**src/rtl/ulpi_tx_arbiter_pkg.sv**
```systemverilog
// ulpi_tx_arbiter_pkg
//   Shared definitions for the ULPI transmit arbiter: FSM state encoding,
//   grant codes, USB handshake PID values and the watchdog counter width.
//   No ports (package).
package ulpi_tx_arbiter_pkg;

  typedef enum logic [2:0] {
    ST_IDLE  = 3'd0,
    ST_HSK   = 3'd1,
    ST_REGW  = 3'd2,
    ST_DATA  = 3'd3,
    ST_FLUSH = 3'd4,
    ST_WAIT  = 3'd5
  } arb_state_t;

  localparam logic [1:0] GNT_NONE = 2'd0;
  localparam logic [1:0] GNT_HSK  = 2'd1;
  localparam logic [1:0] GNT_REG  = 2'd2;
  localparam logic [1:0] GNT_DATA = 2'd3;

  localparam logic [3:0] PID_ACK   = 4'h2;
  localparam logic [3:0] PID_NAK   = 4'hA;
  localparam logic [3:0] PID_STALL = 4'hE;
  localparam logic [3:0] PID_NYET  = 4'h6;

  localparam int WD_W = 10;

  // States in which the encoder owns a transaction and the watchdog runs.
  function automatic logic wd_active(arb_state_t s);
    return (s == ST_HSK) || (s == ST_REGW) || (s == ST_DATA);
  endfunction

endpackage

```
**src/rtl/ulpi_tick_timer.sv**
```systemverilog
// ulpi_tick_timer
//   Loadable down-counter that saturates at zero.
//   clock, reset  : clock and asynchronous active-high reset
//   load          : load load_value (has priority over enable)
//   load_value    : value loaded on load
//   enable        : decrement by one while nonzero
//   zero          : count is zero
module ulpi_tick_timer #(
  parameter int WIDTH = 4
) (
  input  logic             clock,
  input  logic             reset,
  input  logic             load,
  input  logic [WIDTH-1:0] load_value,
  input  logic             enable,
  output logic             zero
);

  logic [WIDTH-1:0] count;

  always_ff @(posedge clock or posedge reset) begin
    if (reset) begin
      count <= '0;
    end else if (load) begin
      count <= load_value;
    end else if (enable && (count != '0)) begin
      count <= count - WIDTH'(1);
    end
  end

  assign zero = (count == '0);

endmodule

```
**src/rtl/ulpi_tx_arbiter.sv**
```systemverilog
// ulpi_tx_arbiter
//   Shares one ULPI transmit encoder between the handshake issuer, the PHY
//   register-write sequencer and the IN-data stream, with an inter-packet gap
//   and a per-transaction watchdog.
//   clock, reset            : 60 MHz ULPI clock, async active-high reset
//   high_speed_i            : register writes are only granted while low
//   reg_req/addr/data/ack   : register-write requester
//   hsk_req/pid/ack         : handshake requester
//   s_t*                    : IN-data AXI-S sink, dat_done_o on packet end
//   enc_phy_* / enc_hsk_*   : encoder control strobes and completions
//   enc_usb_busy/done_i     : encoder line activity / data packet completion
//   m_t*                    : AXI-S towards the encoder
//   grant_o                 : 0 none, 1 hsk, 2 reg, 3 data
//   timeout_o               : watchdog expired pulse
//
//   state | meaning
//   IDLE  | arbitrate pending requests
//   HSK   | handshake PID presented, enc_hsk_send_o high
//   REGW  | register write presented, enc_phy_write_o high
//   DATA  | stream passes through to the encoder
//   FLUSH | watchdog fired during DATA, discard beats up to tlast
//   WAIT  | inter-packet gap, counts only while the encoder is not busy
module ulpi_tx_arbiter
  import ulpi_tx_arbiter_pkg::*;
#(
  parameter int IPG_CYCLES = 8,
  parameter int TIMEOUT    = 1023
) (
  input  logic       clock,
  input  logic       reset,
  input  logic       high_speed_i,
  input  logic       reg_req_i,
  input  logic [7:0] reg_addr_i,
  input  logic [7:0] reg_data_i,
  output logic       reg_ack_o,
  input  logic       hsk_req_i,
  input  logic [3:0] hsk_pid_i,
  output logic       hsk_ack_o,
  input  logic       s_tvalid,
  output logic       s_tready,
  input  logic       s_tkeep,
  input  logic       s_tlast,
  input  logic [3:0] s_tuser,
  input  logic [7:0] s_tdata,
  output logic       dat_done_o,
  output logic       enc_phy_write_o,
  output logic [7:0] enc_phy_addr_o,
  output logic [7:0] enc_phy_data_o,
  input  logic       enc_phy_done_i,
  output logic       enc_hsk_send_o,
  input  logic       enc_hsk_done_i,
  input  logic       enc_usb_busy_i,
  input  logic       enc_usb_done_i,
  output logic       m_tvalid,
  input  logic       m_tready,
  output logic       m_tkeep,
  output logic       m_tlast,
  output logic [3:0] m_tuser,
  output logic [7:0] m_tdata,
  output logic [1:0] grant_o,
  output logic       timeout_o
);

  localparam int IPG_W = $clog2(IPG_CYCLES + 1);
  localparam logic [IPG_W-1:0] IPG_LOAD = IPG_W'(IPG_CYCLES);
  // Loaded with TIMEOUT-1 so expiry lands on the TIMEOUT-th active cycle.
  localparam logic [WD_W-1:0]  WD_LOAD  = WD_W'(TIMEOUT - 1);

  arb_state_t state;
  logic [3:0] hsk_pid_q;
  logic       ipg_zero;
  logic       wd_zero;

  // Both timers are held at their load value outside the states they time,
  // so they start fresh on every entry without a next-state decode.
  ulpi_tick_timer #(.WIDTH(IPG_W)) u_ipg_timer (
    .clock      (clock),
    .reset      (reset),
    .load       (state != ST_WAIT),
    .load_value (IPG_LOAD),
    .enable     (!enc_usb_busy_i),
    .zero       (ipg_zero)
  );

  ulpi_tick_timer #(.WIDTH(WD_W)) u_wd_timer (
    .clock      (clock),
    .reset      (reset),
    .load       (!wd_active(state)),
    .load_value (WD_LOAD),
    .enable     (1'b1),
    .zero       (wd_zero)
  );

  always_ff @(posedge clock or posedge reset) begin
    if (reset) begin
      state           <= ST_IDLE;
      grant_o         <= GNT_NONE;
      hsk_pid_q       <= 4'h0;
      enc_hsk_send_o  <= 1'b0;
      enc_phy_write_o <= 1'b0;
      enc_phy_addr_o  <= 8'h00;
      enc_phy_data_o  <= 8'h00;
      hsk_ack_o       <= 1'b0;
      reg_ack_o       <= 1'b0;
      dat_done_o      <= 1'b0;
      timeout_o       <= 1'b0;
    end else begin
      hsk_ack_o  <= 1'b0;
      reg_ack_o  <= 1'b0;
      dat_done_o <= 1'b0;
      timeout_o  <= 1'b0;
      case (state)
        ST_IDLE: begin
          if (hsk_req_i) begin
            state          <= ST_HSK;
            grant_o        <= GNT_HSK;
            hsk_pid_q      <= hsk_pid_i;
            enc_hsk_send_o <= 1'b1;
          end else if (reg_req_i && !high_speed_i) begin
            state           <= ST_REGW;
            grant_o         <= GNT_REG;
            enc_phy_addr_o  <= reg_addr_i;
            enc_phy_data_o  <= reg_data_i;
            enc_phy_write_o <= 1'b1;
          end else if (s_tvalid) begin
            state   <= ST_DATA;
            grant_o <= GNT_DATA;
          end
        end
        ST_HSK: begin
          if (enc_hsk_done_i) begin
            enc_hsk_send_o <= 1'b0;
            hsk_ack_o      <= 1'b1;
            grant_o        <= GNT_NONE;
            state          <= ST_WAIT;
          end else if (wd_zero) begin
            enc_hsk_send_o <= 1'b0;
            timeout_o      <= 1'b1;
            grant_o        <= GNT_NONE;
            state          <= ST_WAIT;
          end
        end
        ST_REGW: begin
          if (enc_phy_done_i) begin
            enc_phy_write_o <= 1'b0;
            reg_ack_o       <= 1'b1;
            grant_o         <= GNT_NONE;
            state           <= ST_WAIT;
          end else if (wd_zero) begin
            enc_phy_write_o <= 1'b0;
            timeout_o       <= 1'b1;
            grant_o         <= GNT_NONE;
            state           <= ST_WAIT;
          end
        end
        ST_DATA: begin
          if (enc_usb_done_i) begin
            dat_done_o <= 1'b1;
            grant_o    <= GNT_NONE;
            state      <= ST_WAIT;
          end else if (wd_zero) begin
            timeout_o <= 1'b1;
            state     <= ST_FLUSH;
          end
        end
        ST_FLUSH: begin
          if (s_tvalid && s_tlast) begin
            dat_done_o <= 1'b1;
            grant_o    <= GNT_NONE;
            state      <= ST_WAIT;
          end
        end
        ST_WAIT: begin
          if (ipg_zero) begin
            state <= ST_IDLE;
          end
        end
        default: begin
          state   <= ST_IDLE;
          grant_o <= GNT_NONE;
        end
      endcase
    end
  end

  // Stream path is combinational so DATA adds no latency or skid buffering.
  always_comb begin
    m_tvalid = 1'b0;
    m_tkeep  = 1'b0;
    m_tlast  = 1'b0;
    m_tuser  = 4'h0;
    m_tdata  = 8'h00;
    s_tready = 1'b0;
    case (state)
      ST_HSK: begin
        m_tuser = hsk_pid_q;
      end
      ST_DATA: begin
        m_tvalid = s_tvalid;
        m_tkeep  = s_tkeep;
        m_tlast  = s_tlast;
        m_tuser  = s_tuser;
        m_tdata  = s_tdata;
        s_tready = m_tready;
      end
      ST_FLUSH: begin
        s_tready = 1'b1;
      end
      default: begin
      end
    endcase
  end

endmodule

```
**config.mk**
```make
export PLATFORM = sky130hd
export DESIGN_NAME = ulpi_tx_arbiter
export DESIGN_NICKNAME = d
export VERILOG_FILES = /design/src/rtl/ulpi_tx_arbiter_pkg.sv /design/src/rtl/ulpi_tick_timer.sv /design/src/rtl/ulpi_tx_arbiter.sv
export SDC_FILE = /design/constraint.sdc
export NUM_CORES = 1
export LEC_CHECK = 0
export BUFFER_PORTS_ARGS = -buffer_cell sky130_fd_sc_hd__buf_4
export CAP_MARGIN = 20
export CORE_ASPECT_RATIO = 1.2
export CORE_MARGIN = 2
export CORE_UTILIZATION = 45
export DETAILED_ROUTE_END_ITERATION = 12
export PLACE_DENSITY = 0.76
export SYNTH_ARGS = -nofsm -noshare
export SYNTH_HDL_FRONTEND = slang
export SYNTH_HIERARCHICAL = 1
export SYNTH_SLANG_ARGS = --single-unit
```
**constraint.sdc**
```tcl
create_clock -name clock -period 2.16 [get_ports clock]
set_input_delay 0 -clock clock [delete_from_list [all_inputs] [get_ports clock]]
set_output_delay 0 -clock clock [all_outputs]
set_load 0.01 [all_outputs]
```
### Yosys cells after proc, flatten, opt, wreduce, memory -nomap -nowiden

Cells that the tools add are included.
Widths: inputs -> output; s select.

| cells by class | value |
|---|---|
| $add $sub $neg | 2 |
| multipliers | 0 |
| divide/modulo/power cells | 0 |
| magnitude comparators | 0 |
| eq/ne operators | 17 |
| shift-type cells | 0 |
| mux-type cells | 50 |
| bitwise gates (word level) | 2 |
| reductions and logical operators | 21 |

Operators by type and width:

| kind | count |
|---|---|
| $mux 3 | 10 |
| $mux 10 | 2 |
| $mux 1 | 19 |
| $pmux 3 s6 | 1 |
| $mux 2 | 8 |
| $ne 2x2->1 const B | 6 |
| $pmux 2 s6 | 1 |
| $reduce_and 4->1 | 3 |
| $logic_not 10->1 | 1 |
| $reduce_bool 10->1 | 1 |
| $sub 10x1->10 const B | 1 |
| $ne 3x2->1 const B | 3 |
| $mux 4 | 2 |
| $mux 8 | 1 |
| $pmux 1 s2 | 4 |
| $pmux 4 s2 | 1 |
| $eq 3x2->1 const B | 2 |
| $eq 3x3->1 const B | 2 |
| $reduce_and 3->1 | 2 |
| $reduce_bool 2->1 | 3 |
| $logic_not 4->1 | 1 |
| $ne 4x4->1 const B | 1 |
| $reduce_bool 4->1 | 1 |
| $sub 4x1->4 const B | 1 |
| other kinds (10) | 15 |

| storage, ports and cells | value |
|---|---|
| bits in registers | 45 |
| latch bits | 0 |
| memory bits (writable) | 0 |
| bits in read-only memories | 0 |
| output and inout port bits | 40 |
| word-level logic and storage cells | 105 |
| memories | 0 |

### Depth between registers and ports, before layout

Gate-level depths: netlist of the first run.

| depth | value |
|---|---|
| word-level depth | 5 |
| depth in mapped cells | 8 |

### Cells and area by module

Netlist of the first run, hierarchy kept.

Modules (own cells, without submodules):

| module | times used | cells each | area each (um^2) | seq. area each (um^2) |
|---|---|---|---|---|
| ulpi_tx_arbiter | 1 | 148 | 1591.5 | 775.7 |
| ulpi_tick_timer at u_wd_timer | 1 | 69 | 655.6 | 250.2 |
| ulpi_tick_timer at u_ipg_timer | 1 | 28 | 261.5 | 100.1 |

### Worst setup path before layout of the first run

Ideal clock, no wire load.

| timing path | value |
|---|---|
| path kind | register to register |
| start | register u_wd_timer.count[5] |
| end | register state[1] |
| data arrival time | 2.131 ns |
| slack | -0.047 ns |
| stages on the path, launching flop included | 8 |
| buffers on the path | 0 |
| clock period less this slack | 2.207 ns |
| cell sequence | dfrtp_1 > nor4_2 > nand4_1 > inv_1 > nor4bb_1 > a311o_1 > or4_1 > o21ai_1 |

| between the ends | value |
|---|---|
| cells in the longest elaborated chain, start to end | 4 |
| elaborated cells between the ends (all ways) | 7 |
| classes of those cells | 1 x eq/ne; 4 x mux; 2 x reduce/logical |

RTL lines:

| item | line | text |
|---|---|---|
| from (decl) | ulpi_tick_timer.sv:19 | `logic [WIDTH-1:0] count;` |
| from (signal assigned) | ulpi_tick_timer.sv:25 | `count <= load_value;` |
| from (signal assigned) | ulpi_tick_timer.sv:27 | `count <= count - WIDTH'(1);` |
| $logic_not 10->1 (*) | ulpi_tick_timer.sv:31 | `assign zero = (count == '0);` |
| net wd_zero | ulpi_tx_arbiter.sv:72 | `logic wd_zero;` |
| $mux 3 | - |  |
| $mux 3, on equally long branches | - |  |
| $pmux 3 s6 | - |  |
| to (signal assigned) | ulpi_tx_arbiter.sv:96 | `state <= ST_IDLE;` |
| to (signal assigned) | ulpi_tx_arbiter.sv:115 | `state <= ST_HSK;` |
| to (signal assigned) | ulpi_tx_arbiter.sv:120 | `state <= ST_REGW;` |
| to (decl) | ulpi_tx_arbiter.sv:69 | `arb_state_t state;` |

Mark *: on every way through the listed nets, which the timed path passes. The rest lies on a longest branch.
A chain may end at the register's enable or synchronous reset.

### Final worst setup path of the first run

| timing path | value |
|---|---|
| start | register u_wd_timer.count[8] |
| end | register state[1] |

Same word-level chain as after synthesis.

==> reports/results.txt, run 1 <==
Of all cell types, the one taking the most synthesized area is sky130_fd_sc_hd__dfrtp_1. The start point of the worst min-delay path was high_speed_i. The clock arrives with 0.00297 ns of skew. The H-tree generated during clock tree synthesis spans 2 levels. Entering global routing, the biggest net connects 32 pins. Path class of the lowest-slack min-delay path: in -> reg. The core box area is 5330 sq um. Counting along the longest clock path gives a buffer depth of 2.

The average instance area after synthesis was 10.2 sq um; the clock slew at the register clock pins of the worst setup and hold paths was 0.08 ns. For the final routed database, the setup TNS stands at 0 ns. Dividing total power by cell area gives a power density of 1140 nW/um^2.

In this run the critical register-to-register path is launched from u_wd_timer/count[8]$_DFFE_PP0P_. For the worst setup path, the data required time is 2.39 ns. Based on the critical path, the design can be clocked at up to 507 MHz. The register area came out at 1130 sq um. TritonCTS built the clock tree. The sequential cell fraction of total power is 0.369, and the later-pin clock latency in the skew report is 0.29 ns. The tools report the number of placed I/O pins as 85. The post-synthesis instance area was 2510 sq um. Setup repair after global routing left no endpoint under its margin.

The tools report the total global-route track usage as 0.202. By startpoint and endpoint, the worst setup path is classified as reg -> reg. The flow ran to the end, and the final reports show no timing, DRC or antenna violations. From left edge to right edge, the die measures 72.2 um. Number of antenna violations at the first check in global routing: 0. Setup violations remaining at the end of the flow were counted as 0.

The Yosys step of the flow raised 6 warnings. The run gives 0 as the final count of pins violating max slew. The proportion of netlist area held by the largest area contributor came out at 0.449. The number of distinct library cell variants in the gate-level netlist after synthesis is 61. For this run, the post-layout net count is 426. Compared with the post-synthesis result, the final layout area differs by 46.8%. For this run, design rule violations remaining after detail routing come to 0.

STA classifies the critical path endpoint as a flop. The layout has 387 filler cells. Number of antenna-violating nets in the routed design: 0.

The tools report the share of power burned in combinational logic as 0.486. The share of flip-flops with an asynchronous set or reset after synthesis is 1.00, and the number of buffers added by the clock tree synthesis step is 5. The kind of start point of the critical path was a flop. The port buffer count works out to 84. The number of flops mapped to enable cells by yosys was 0. For the detailed-routing iteration count for the pre-antenna-repair pass, the log shows 4.

Summing all multi-input logic gate instances after layout gives 1340 sq um. In the post-synthesis netlist, the biggest area contributors are sky130_fd_sc_hd__dfrtp_1, sky130_fd_sc_hd__mux2_2, sky130_fd_sc_hd__and2_1. The effective utilization at floorplan is 0.470, and the design internal power is 0.00262 W. Counting I/O delays and the setup requirement, the final critical path takes 1.97 ns. The repair_antennas step left the layout with diodes totalling 0. The routed layout has 2261 vias. The die covers 6190 sq um. In this run the worst setup path begins at u_wd_timer/count[8]$_DFFE_PP0P_. The switching part of the total came out at 0.378. The maximum fanout encountered on the critical timing path came out at 4. The cell area after placement was 3330 sq um; the post-detailed-route via-to-cell ratio was 5.13. In the synthesized netlist the dominant register cell turns out to be sky130_fd_sc_hd__dfrtp_1. In this run the static leakage power is 1.81 nW. For the via count of the first global-routing pass, the log shows 2242. IR analysis of the VDD net gives a maximum drop of 0.581 mV. For the final worst hold slack, the log shows 0.0646 ns. The number of hold violations in the final report was 0. Detailed router's first-iteration violation count: 65. Clock tree synthesis selected as its root buffer the cell sky130_fd_sc_hd__clkbuf_8. The logs give 0.878 for the final weighted congestion in routability-driven placement and 0 for the number of max-cap violations.

The final design area excluding fillers was 3680 sq um. Fraction of final layout cells sized beyond drive strength 1: 0.364. The core occupancy in the finished layout is 0.691. The overall routed net length was 6060 um. The tools report the data arrival at the endpoint of the critical path as 2.20 ns.

The y dimension of the die came out at 85.8 um. The number of flip-flops and latches in the synthesized netlist came out at 45. The part of the power in the clock network is 0.145, and the post-synthesis instance total is 245. Dividing the detail-routed wire length by the instance count gives 13.7 um. For this design the total switching power over the nets is 0.00160 W. The tools report the HPWL reported at the end of detailed placement as 4300 um. The period utilization was 0.913.

The tools report the floorplan row count as 29. The first-pass GRT wire length was 9870 um; the total congestion overflow after global routing was 0. The top cell types in the final layout, fill and taps aside, are sky130_fd_sc_hd__buf_4, sky130_fd_sc_hd__dfrtp_1, sky130_fd_sc_hd__dlygate4sd3_1.

The library cell used most frequently in the layout, excluding fill and tap cells, is sky130_fd_sc_hd__buf_4. The sequential area share after synthesis was 0.449; the TritonCTS sink count was 45.
[cell type report]
type                       instances  share of cell area
multi-input combinational        189               0.363
inverter                          16              0.0163
sequential                        45               0.306
tap                               62              0.0211
timing repair buffer             122               0.266
clock buffer                       5              0.0187
clock inverter                     2             0.00951
[registers in the layout, indices dropped and copies added, names as in the netlist]
| register | count |
|---|---|
| state | 3 |
| dat_done_o | 1 |
| grant_o | 2 |
| hsk_pid_q | 4 |
| enc_phy_write_o | 1 |
| enc_phy_addr_o | 8 |
| enc_phy_data_o | 8 |
| hsk_ack_o | 1 |
| u_wd_timer/count | 10 |
| timeout_o | 1 |
| reg_ack_o | 1 |
| enc_hsk_send_o | 1 |
| u_ipg_timer/count | 4 |
[Yosys cell counts (3+ instances only)]
library cell	count
sky130_fd_sc_hd__nor2_1	13
sky130_fd_sc_hd__mux2_2	20
sky130_fd_sc_hd__dfrtp_1	45
sky130_fd_sc_hd__a21oi_1	12
sky130_fd_sc_hd__o21ai_0	5
sky130_fd_sc_hd__clkbuf_1	8
sky130_fd_sc_hd__nand4_1	5
sky130_fd_sc_hd__o21ai_1	9
sky130_fd_sc_hd__and2_1	11
sky130_fd_sc_hd__nand2_1	16
sky130_fd_sc_hd__nand3_1	3
sky130_fd_sc_hd__o31ai_1	3
sky130_fd_sc_hd__mux2i_1	6
sky130_fd_sc_hd__nand2b_1	4
sky130_fd_sc_hd__nor3b_1	7
sky130_fd_sc_hd__nor3_1	4
sky130_fd_sc_hd__inv_1	16
sky130_fd_sc_hd__nor2b_1	3
[worst max-delay path, cell delays in order, from the launching register on]
cell	delay, ns
sky130_fd_sc_hd__dfrtp_1	0.43
sky130_fd_sc_hd__nor4_4	0.30
sky130_fd_sc_hd__nand4_1	0.16
sky130_fd_sc_hd__inv_1	0.10
sky130_fd_sc_hd__nor4bb_1	0.05
sky130_fd_sc_hd__a311o_1	0.32
sky130_fd_sc_hd__or4_1	0.46
sky130_fd_sc_hd__o21ai_1	0.08
[timing repair]
item	4_1_cts	5_1_grt
resized for setup	0	1
buffers inserted	0	0
hold buffers	24	1
hold endpoints to repair	67	1
setup endpoints to repair	0	1
[final timing paths]
kind / to / slack [ns] / cells past startpoint
setup / recovery: state[1]$_DFFE_PP0P_ / 0.19 / 7
hold / removal: enc_phy_write_o$_DFFE_PP0P_ / 0.06 / 4
setup reg to reg: state[1]$_DFFE_PP0P_ / 0.19 / 7
hold reg to reg: enc_phy_data_o[1]$_DFFE_PP0P_ / 0.50 / 1
max in group asynchronous: state[0]$_DFFE_PP0P_ / 1.51 / 4
min in group asynchronous: u_ipg_timer/count[3]$_DFFE_PP0P_ / 0.15 / 3
[per-stage QoR]
| stage | setup WS [ns] | instances | power (W) |
|---|---|---|---|
| 3_3_place_gp | 0.230 | 409 | 0.00350 |
| 3_5_place_dp | 0.188 | 409 | 0.00356 |
| 6_report | 0.189 | 441 | 0.00421 |
| 4_1_cts | 0.124 | 440 | 0.00421 |
| 5_1_grt | 0.106 | 441 | 0.00453 |
| 2_1_floorplan | 0.0281 | 262 | 0.00278 |
[power groups by stage]
stage | registers (W) | logic (W) | clock network [W]
floorplan | 0.00156 | 0.00123 | 0
global placement | 0.00154 | 0.00197 | 0
detailed placement | 0.00156 | 0.00200 | 0
CTS | 0.00154 | 0.00205 | 0.000620
global route | 0.00160 | 0.00227 | 0.000658
finish | 0.00156 | 0.00205 | 0.000609
[routing by layer]
layer	vias up	track usage	share of wire
met5	-	0	0
li1	1120	-	-
met4	0	0.0772	0.018
met1	1068	0.240	0.42
met2	65	0.356	0.52
met3	8	0.0400	0.046
[cells by family (layout without fill, tap and decap cells)]
logic type	after synthesis	after routing	share of synthesized area
AO/OA/AOI/OAI	52	52	0.145
multiplexers	27	27	0.118
XOR/XNOR	4	4	0.0140
adder cells (fa/ha/maj)	2	2	0.00997
flip-flops	45	45	0.449
buffers and inverters	28	145	0.0474
other	2	19	0.00299
AND/OR/NAND/NOR	85	85	0.213
Note: power is estimated with default switching activity, not from simulation.
==> inputs of run 2 (changes only) <==
==> constraint.sdc (replaced) <==
create_clock -name clock -period 1.7 [get_ports clock]
set_input_delay 0 -clock clock [delete_from_list [all_inputs] [get_ports clock]]
set_output_delay 0 -clock clock [all_outputs]
set_load 0.01 [all_outputs]
==> run 2 against run 1 <==
Compared with the run above:
- the run now ends with negative setup slack left
- global-route usage up 3.9 points
- combinational power up 60%
- maximum frequency up 4.5%
- clock skew up 0.010 ns
- cell count up 5.4%
- core utilization up 5.2 points
- clock power up 36%
- largest cell class unchanged
==> reports/results.txt, run 2 (synthesis results as in run 1) <==
The run finished, with violations left. The checks that failed: negative setup slack. The maximum fanout encountered on the critical timing path was 2. Derived from the worst setup path, the maximum achievable clock frequency is 530 MHz.

At the worst endpoint, the arrival time is 2.13 ns. Among all stages on the critical path, the largest delay is contributed by sky130_fd_sc_hd__dfrtp_1. The first global-routing pass estimated 11700 um of wire. The number of antenna-violating nets in the routed design is 0, and the clock slew at the register clock pins of the worst setup and hold paths is 0.09 ns. Period utilization: 1.11. Start point of the worst min-delay path: s_tvalid. The tools report the element type at the critical path end as a flop.

The tightest min-delay check is of the in -> reg type. The critical path starts at u_wd_timer/count[5]$_DFFE_PP0P_. The final worst hold slack is 0.00557 ns. Leakage dissipation: 1.94 nW.

The first routing iteration left 141 violations. The port buffer count was 84. Measured along the y axis, the die boundary spans 85.8 um.

The logs give 0.0131 ns for the final clock skew and 0.825 mV for the worst voltage drop across the vdd grid. The tools report the number of hold violations in the final report as 0. The register with the most flip-flops in the layout has 10 of them. The TritonCTS sink count was 45; the detailed-route DRC error count was 0. The tools report the antenna diode count as 0. The number of buffers added by the clock tree synthesis step is 5, and the areal power density over the cells is 1520 nW/um^2.

Once layout is done, the placed cells without fillers occupy 3960 sq um. The signal on the critical path passes through nor4_4 > nand4_1 > inv_2 > nor4bb_2 > a311o_1 > or4_1 > o21ai_1. For the core occupancy in the finished layout, the log shows 0.742. For this design the top-level I/O count stands at 85. In the final layout, flip-flops and latches occupy 1130 sq um. The effective utilization at floorplan came out at 0.470. Post-detailed-route via-to-cell ratio: 5.32.

In the layout the commonest cells are sky130_fd_sc_hd__buf_4, sky130_fd_sc_hd__dfrtp_1, sky130_fd_sc_hd__dlygate4sd3_1. The total power is 0.00603 W. Detailed placement finished with a half-perimeter wire length of 4630 um.

The largest register by flop count was u_wd_timer/count. The largest registers in the layout are u_wd_timer/count: 10 flops, enc_phy_addr_o: 8 flops, enc_phy_data_o: 8 flops. The area enclosed by the die boundary was 6190 sq um. The growth of design area from synthesis to finish was 57.8%; the reg-to-reg setup timing slack was -0.19 ns.

The maximum clock insertion buffer count is 2, and the net count reported at finish is 449. STA classifies the critical path startpoint as a flop. TritonCTS built the clock tree.

The total global-route track usage was 0.241; the number of buffer and inverter instances along the worst setup path was 1. The filler cells instantiated in the layout total 367. Final count of pins violating max slew: 0. The logs give 32 for the largest net degree at the start of global routing and 5330 sq um for the core box area. Required time of the worst setup path: 1.94 ns. The tools report the later-pin clock latency in the skew report as 0.31 ns. For the number of levels the H-tree was split into, the log shows 2.

The cell area after placement was 3460 sq um; the final count of negative-setup-slack endpoints was 19. The worst setup path is of the reg -> reg kind. The number of max-cap violations is 0, and the fraction of final layout cells sized beyond drive strength 1 is 0.427. Final weighted congestion in routability-driven placement: 0.868. The tools report the least setup slack across all paths after layout as -0.187 ns. The average wire per standard cell is 15.4 um, and the multi-input combinational cell area is 1410 sq um. The routed layout has 2476 vias. The startpoint identified for the worst register-to-register timing path is u_wd_timer/count[5]$_DFFE_PP0P_. Setup repair after global routing could not meet its margin everywhere.

Before CTS, the worst setup slack after placement is -0.139 ns. The die is 72.2 um wide. For this run the aggregate overflow at the end of global routing stands at 0.

The overall routed net length was 7180 um. The tools report the clock tree root driver cell as sky130_fd_sc_hd__clkbuf_8. Leaving out fill and tap cells, the most frequent cell in the layout is sky130_fd_sc_hd__buf_4. For this run, the slowest stage of the critical path takes 0.42 ns. The largest delay contributor family on the critical path was simple AND/OR/NAND/NOR gates.

The logs give 2531 for the via count of the first global-routing pass and 0 for the number of antenna violations at the first check in global routing. The detailed-routing iteration count for the pre-antenna-repair pass is 4, and the minimum clock period after layout is 1.89 ns. The floorplan has 29 rows.
run 2: routing by layer:
layer	track usage	routed length [um]	vias up	share of wire
met1	0.270	2760	1197	0.38
met5	0	0	-	0
met3	0.0517	395	10	0.055
met2	0.448	3900	95	0.54
li1	-	-	1174	-
met4	0.0772	121	0	0.017
run 2: worst paths after layout:
check / end / depth (start not counted)
min in group asynchronous: u_ipg_timer/count[0]$_DFFE_PP0P_ / 3
min reg2reg: enc_phy_data_o[1]$_DFFE_PP0P_ / 1
max in group asynchronous: state[0]$_DFFE_PP0P_ / 4
max reg2reg: state[1]$_DFFE_PP0P_ / 7
max: state[1]$_DFFE_PP0P_ / 7
min: dat_done_o$_DFF_PP0_ / 3
run 2: per-stage QoR:
step	cells	setup TNS [ns]
3_5_place_dp	425	-0.312
4_1_cts	459	-0.834
2_1_floorplan	262	-0.266
6_report	465	-1.36
5_1_grt	465	-3.86
3_3_place_gp	425	-0.174
run 2: what timing repair did:
item / 4_1_cts / 5_1_grt
endpoints found under the hold margin: 68 / 0
resized for setup: 10 / 10
pin swaps: 7 / 11
hold buffers: 25 / 0
gates cloned: 0 / 0
setup endpoints to repair: 35 / 49
setup buffers: 1 / 8
run 2: final cells by class:
class / instances / share of cell area
Multi-Input combinational cell: 189 / 0.355
Timing Repair Buffer: 145 / 0.297
Sequential cell: 45 / 0.285
Tap cell: 62 / 0.0196
Clock buffer: 5 / 0.0174
Inverter: 16 / 0.0152
Clock inverter: 3 / 0.0111
run 2: tightest hold or removal path: cells and delay by family:
family                 cells  cell delay, ns
buffers and inverters      1            0.13
and+or+nand+nor            2            0.14
run 2: where the power goes:
group / switching, W / leakage, nW / internal, W
registers: 0.000388 / 0.553 / 0.00154
clock network: 0.000387 / 0.0585 / 0.000441
logic: 0.00153 / 1.33 / 0.00175
==> inputs of run 3 (changes only) <==
--- a/config.mk
+++ b/config.mk
@@ -12,6 +12,7 @@
 export CORE_UTILIZATION = 45
 export DETAILED_ROUTE_END_ITERATION = 12
 export PLACE_DENSITY = 0.76
+export SETUP_SLACK_MARGIN = 0.05
 export SYNTH_ARGS = -nofsm -noshare
 export SYNTH_HDL_FRONTEND = slang
 export SYNTH_HIERARCHICAL = 1
==> run 3 against run 2 <==
Compared with the run above:
- global-route usage fell by 0.66 points
- via count decreased by 1.4%
- wire length grew 2.5%
- non-clock buffer count rose by 6
- the flow still finishes with violations (negative setup slack)
- clock power fell by 20%
- clock-buffer cell count stayed put
- die area did not move
- clock skew fell by 0.0070 ns
- critical endpoint unchanged
- flip-flop and latch count stayed put
==> reports/results.txt, run 3 (synthesis results as in run 1) <==
The repair_antennas step left the layout with diodes totalling 0. The number of placed I/O pins is 85. The first global-routing pass estimated 11200 um of wire. The register area came out at 1130 sq um. The area growth from synthesis to layout is 59.7%.

For the worst setup path, the data arrival time is 2.18 ns. Classification of the worst setup path: reg -> reg. Setup slack on the worst reg-to-reg path comes out at -0.25 ns.

Setup violations remaining at the end of the flow were counted as 10. The number of antenna violations at the first check in global routing was 0. The path class of the lowest-slack min-delay path is in -> reg.

Required time of the worst setup path: 1.93 ns. The number of max-cap violations was 0; the width of the die was 72.2 um. CTS placed an instance of sky130_fd_sc_hd__clkbuf_8 at the clock tree root. The total global-route track usage was 0.235; the via count of the first global-routing pass was 2415. Setup repair after global routing could not meet its margin everywhere. In this run the critical register-to-register path is captured at state[1]$_DFFE_PP0P_. The cell area after placement is 3460 sq um, and the later-pin clock latency in the skew report is 0.30 ns.

After detailed routing, the number of remaining DRC violations is 0. The checks that failed: negative setup slack. Cell depth of the worst flop-to-flop path: 7. The worst hold path terminates at dat_done_o$_DFF_PP0_.

Summing all multi-input logic gate instances after layout gives 1430 sq um. The fraction of final layout cells sized beyond drive strength 1 was 0.452; the largest net degree at the start of global routing was 32. The run finished, with violations left. For the core box area, the log shows 5330 sq um.

Across the VDD grid, the largest voltage drop is 1.01 mV. The die is 85.8 um tall. The least setup slack across all paths after layout is -0.252 ns, and the number of buffers added by the clock tree synthesis step is 5.

The core occupancy in the finished layout was 0.751. Leaving out fill and tap cells, the most frequent cells in the layout are sky130_fd_sc_hd__buf_4, sky130_fd_sc_hd__dfrtp_1, sky130_fd_sc_hd__dlygate4sd3_1. The period utilization was 1.15.

The startpoint identified for the worst register-to-register timing path is u_wd_timer/count[7]$_DFFE_PP0P_. The run gives 6190 sq um as the area enclosed by the die boundary. The detailed router placed 2441 vias in this run.

The average wire per standard cell was 15.6 um; the clock slew at the register clock pins of the worst setup and hold paths was 0.09 ns. Static timing analysis puts the maximum clock frequency at 512 MHz. In the final timing run, aggregate negative setup slack is -0.949 ns. For the detailed router's first-iteration violation count, the log shows 138. TritonCTS built the clock tree. The areal power density over the cells is 1470 nW/um^2, and the maximum fanout encountered on the critical timing path is 2. The total congestion overflow after global routing was 0. The largest registers in the layout are u_wd_timer/count: 10 flops, enc_phy_addr_o: 8 flops, enc_phy_data_o: 8 flops. The worst hold path was traced through 3 stages.

For the final database, setup skew stands at 0.00608 ns. For this block, the routed nets add up to 7350 um of wire. The maximum clock insertion buffer count was 2.

Routability-driven placement finished with a final weighted congestion of 0.872. The register with the most flip-flops in the layout has 10 of them. Before antenna repair, the detailed router went through 4 iterations. In the routed layout, each cell is associated on average with a via count of 5.18. The number of hold violations in the final report is 0. The final count of pins violating max slew is 0. Effective utilization at floorplan: 0.470.

The completed layout was analyzed and its total power is 0.00588 W. During placement, the flow inserted port buffers numbering 84. STA classifies the critical path endpoint as a flop. Counting I/O delays and the setup requirement, the final critical path takes 1.95 ns. The register with the most flip-flops in the final layout is u_wd_timer/count. The kind of start point of the critical path was a flop. The run gives 45 as the TritonCTS sink count.

The net count reported at finish is 455. Once detailed placement completed, the half-perimeter wirelength came to 4670 um. Leaving out fill and tap cells, the most frequent cell in the layout is sky130_fd_sc_hd__buf_4. The count of nets left with antenna violations once routing finished came out at 0.

The clock tree synthesis step divided the H-tree into 2 levels. The leakage dissipation was 1.96 nW; the final design area excluding fillers was 4010 sq um. The filler cell count in the final layout is 377. For the floorplan row count, the log shows 29. The tools report the start point of the worst min-delay path as s_tvalid.
## run 3: cell types whose count changed in the layout (fill, tap and decap cells not counted), sizes merged
cell,before,now
inv,17,16
clkinv,1,2
clkdlybuf4s15,0,1
buf,120,125
bufinv,1,0
clkinvlp,0,1
## run 3: final cells by class
type	instances	share of cell area
multi-input cells	189	0.357
clock inverters	3	0.00437
clock buffers	5	0.0172
inverters	16	0.0150
repair buffers	151	0.306
flip-flops and latches	45	0.281
well taps	62	0.0194
## run 3: per-layer routing
metal | vias to the layer above | routed length (um) | GRT usage
met3 | 13 | 350 | 0.0400
met1 | 1168 | 2780 | 0.264
met5 | - | 0 | 0
li1 | 1179 | - | -
met4 | 0 | 143 | 0.0635
met2 | 81 | 4080 | 0.447
## run 3: worst max path at each step
stage                                               start              endpoint  cells past startpoint
after global placement    u_wd_timer/count[7]$_DFFE_PP0P_  state[1]$_DFFE_PP0P_                      7
after CTS                 u_wd_timer/count[5]$_DFFE_PP0P_  state[1]$_DFFE_PP0P_                      7
after detailed placement  u_wd_timer/count[7]$_DFFE_PP0P_  state[1]$_DFFE_PP0P_                      7
final                     u_wd_timer/count[7]$_DFFE_PP0P_  state[1]$_DFFE_PP0P_                      7
after global routing      u_wd_timer/count[7]$_DFFE_PP0P_  state[1]$_DFFE_PP0P_                      7
after floorplan           u_wd_timer/count[7]$_DFFE_PP0P_  state[1]$_DFFE_PP0P_                      7
## run 3: where the power goes
part | internal (W) | leakage, nW | switching [W]
clock network | 0.000284 | 0.0439 | 0.000380
logic | 0.00177 | 1.36 | 0.00155
registers | 0.00154 | 0.553 | 0.000359
total | 0.00359 | 1.96 | 0.00229
## run 3: repair_timing
action | 4_1_cts | 5_1_grt
endpoints found under the setup margin | 22 | 32
gates resized for setup | 12 | 19
hold buffers | 25 | 0
cloned | 0 | 1
endpoints found under the hold margin | 68 | 0
pin swaps | 14 | 12
setup buffers | 4 | 11
## run 3: stage by stage
step,hold WS (ns),worst slack (ns),std cells
after floorplan,-0.234,-0.265,262
after global placement,-0.0802,-0.116,425
after detailed placement,-0.0791,-0.174,425
after CTS,0.00941,-0.195,462
after global routing,0.0116,-0.313,471
final,0.00656,-0.252,471
## run 3: critical path, stage by stage (launching register included)
cell,delay [ns]
sky130_fd_sc_hd__dfrtp_1,0.42
sky130_fd_sc_hd__nor4_4,0.31
sky130_fd_sc_hd__nand4_1,0.18
sky130_fd_sc_hd__inv_2,0.11
sky130_fd_sc_hd__nor4bb_2,0.05
sky130_fd_sc_hd__a311o_1,0.29
sky130_fd_sc_hd__or4_1,0.42
sky130_fd_sc_hd__o21ai_1,0.10
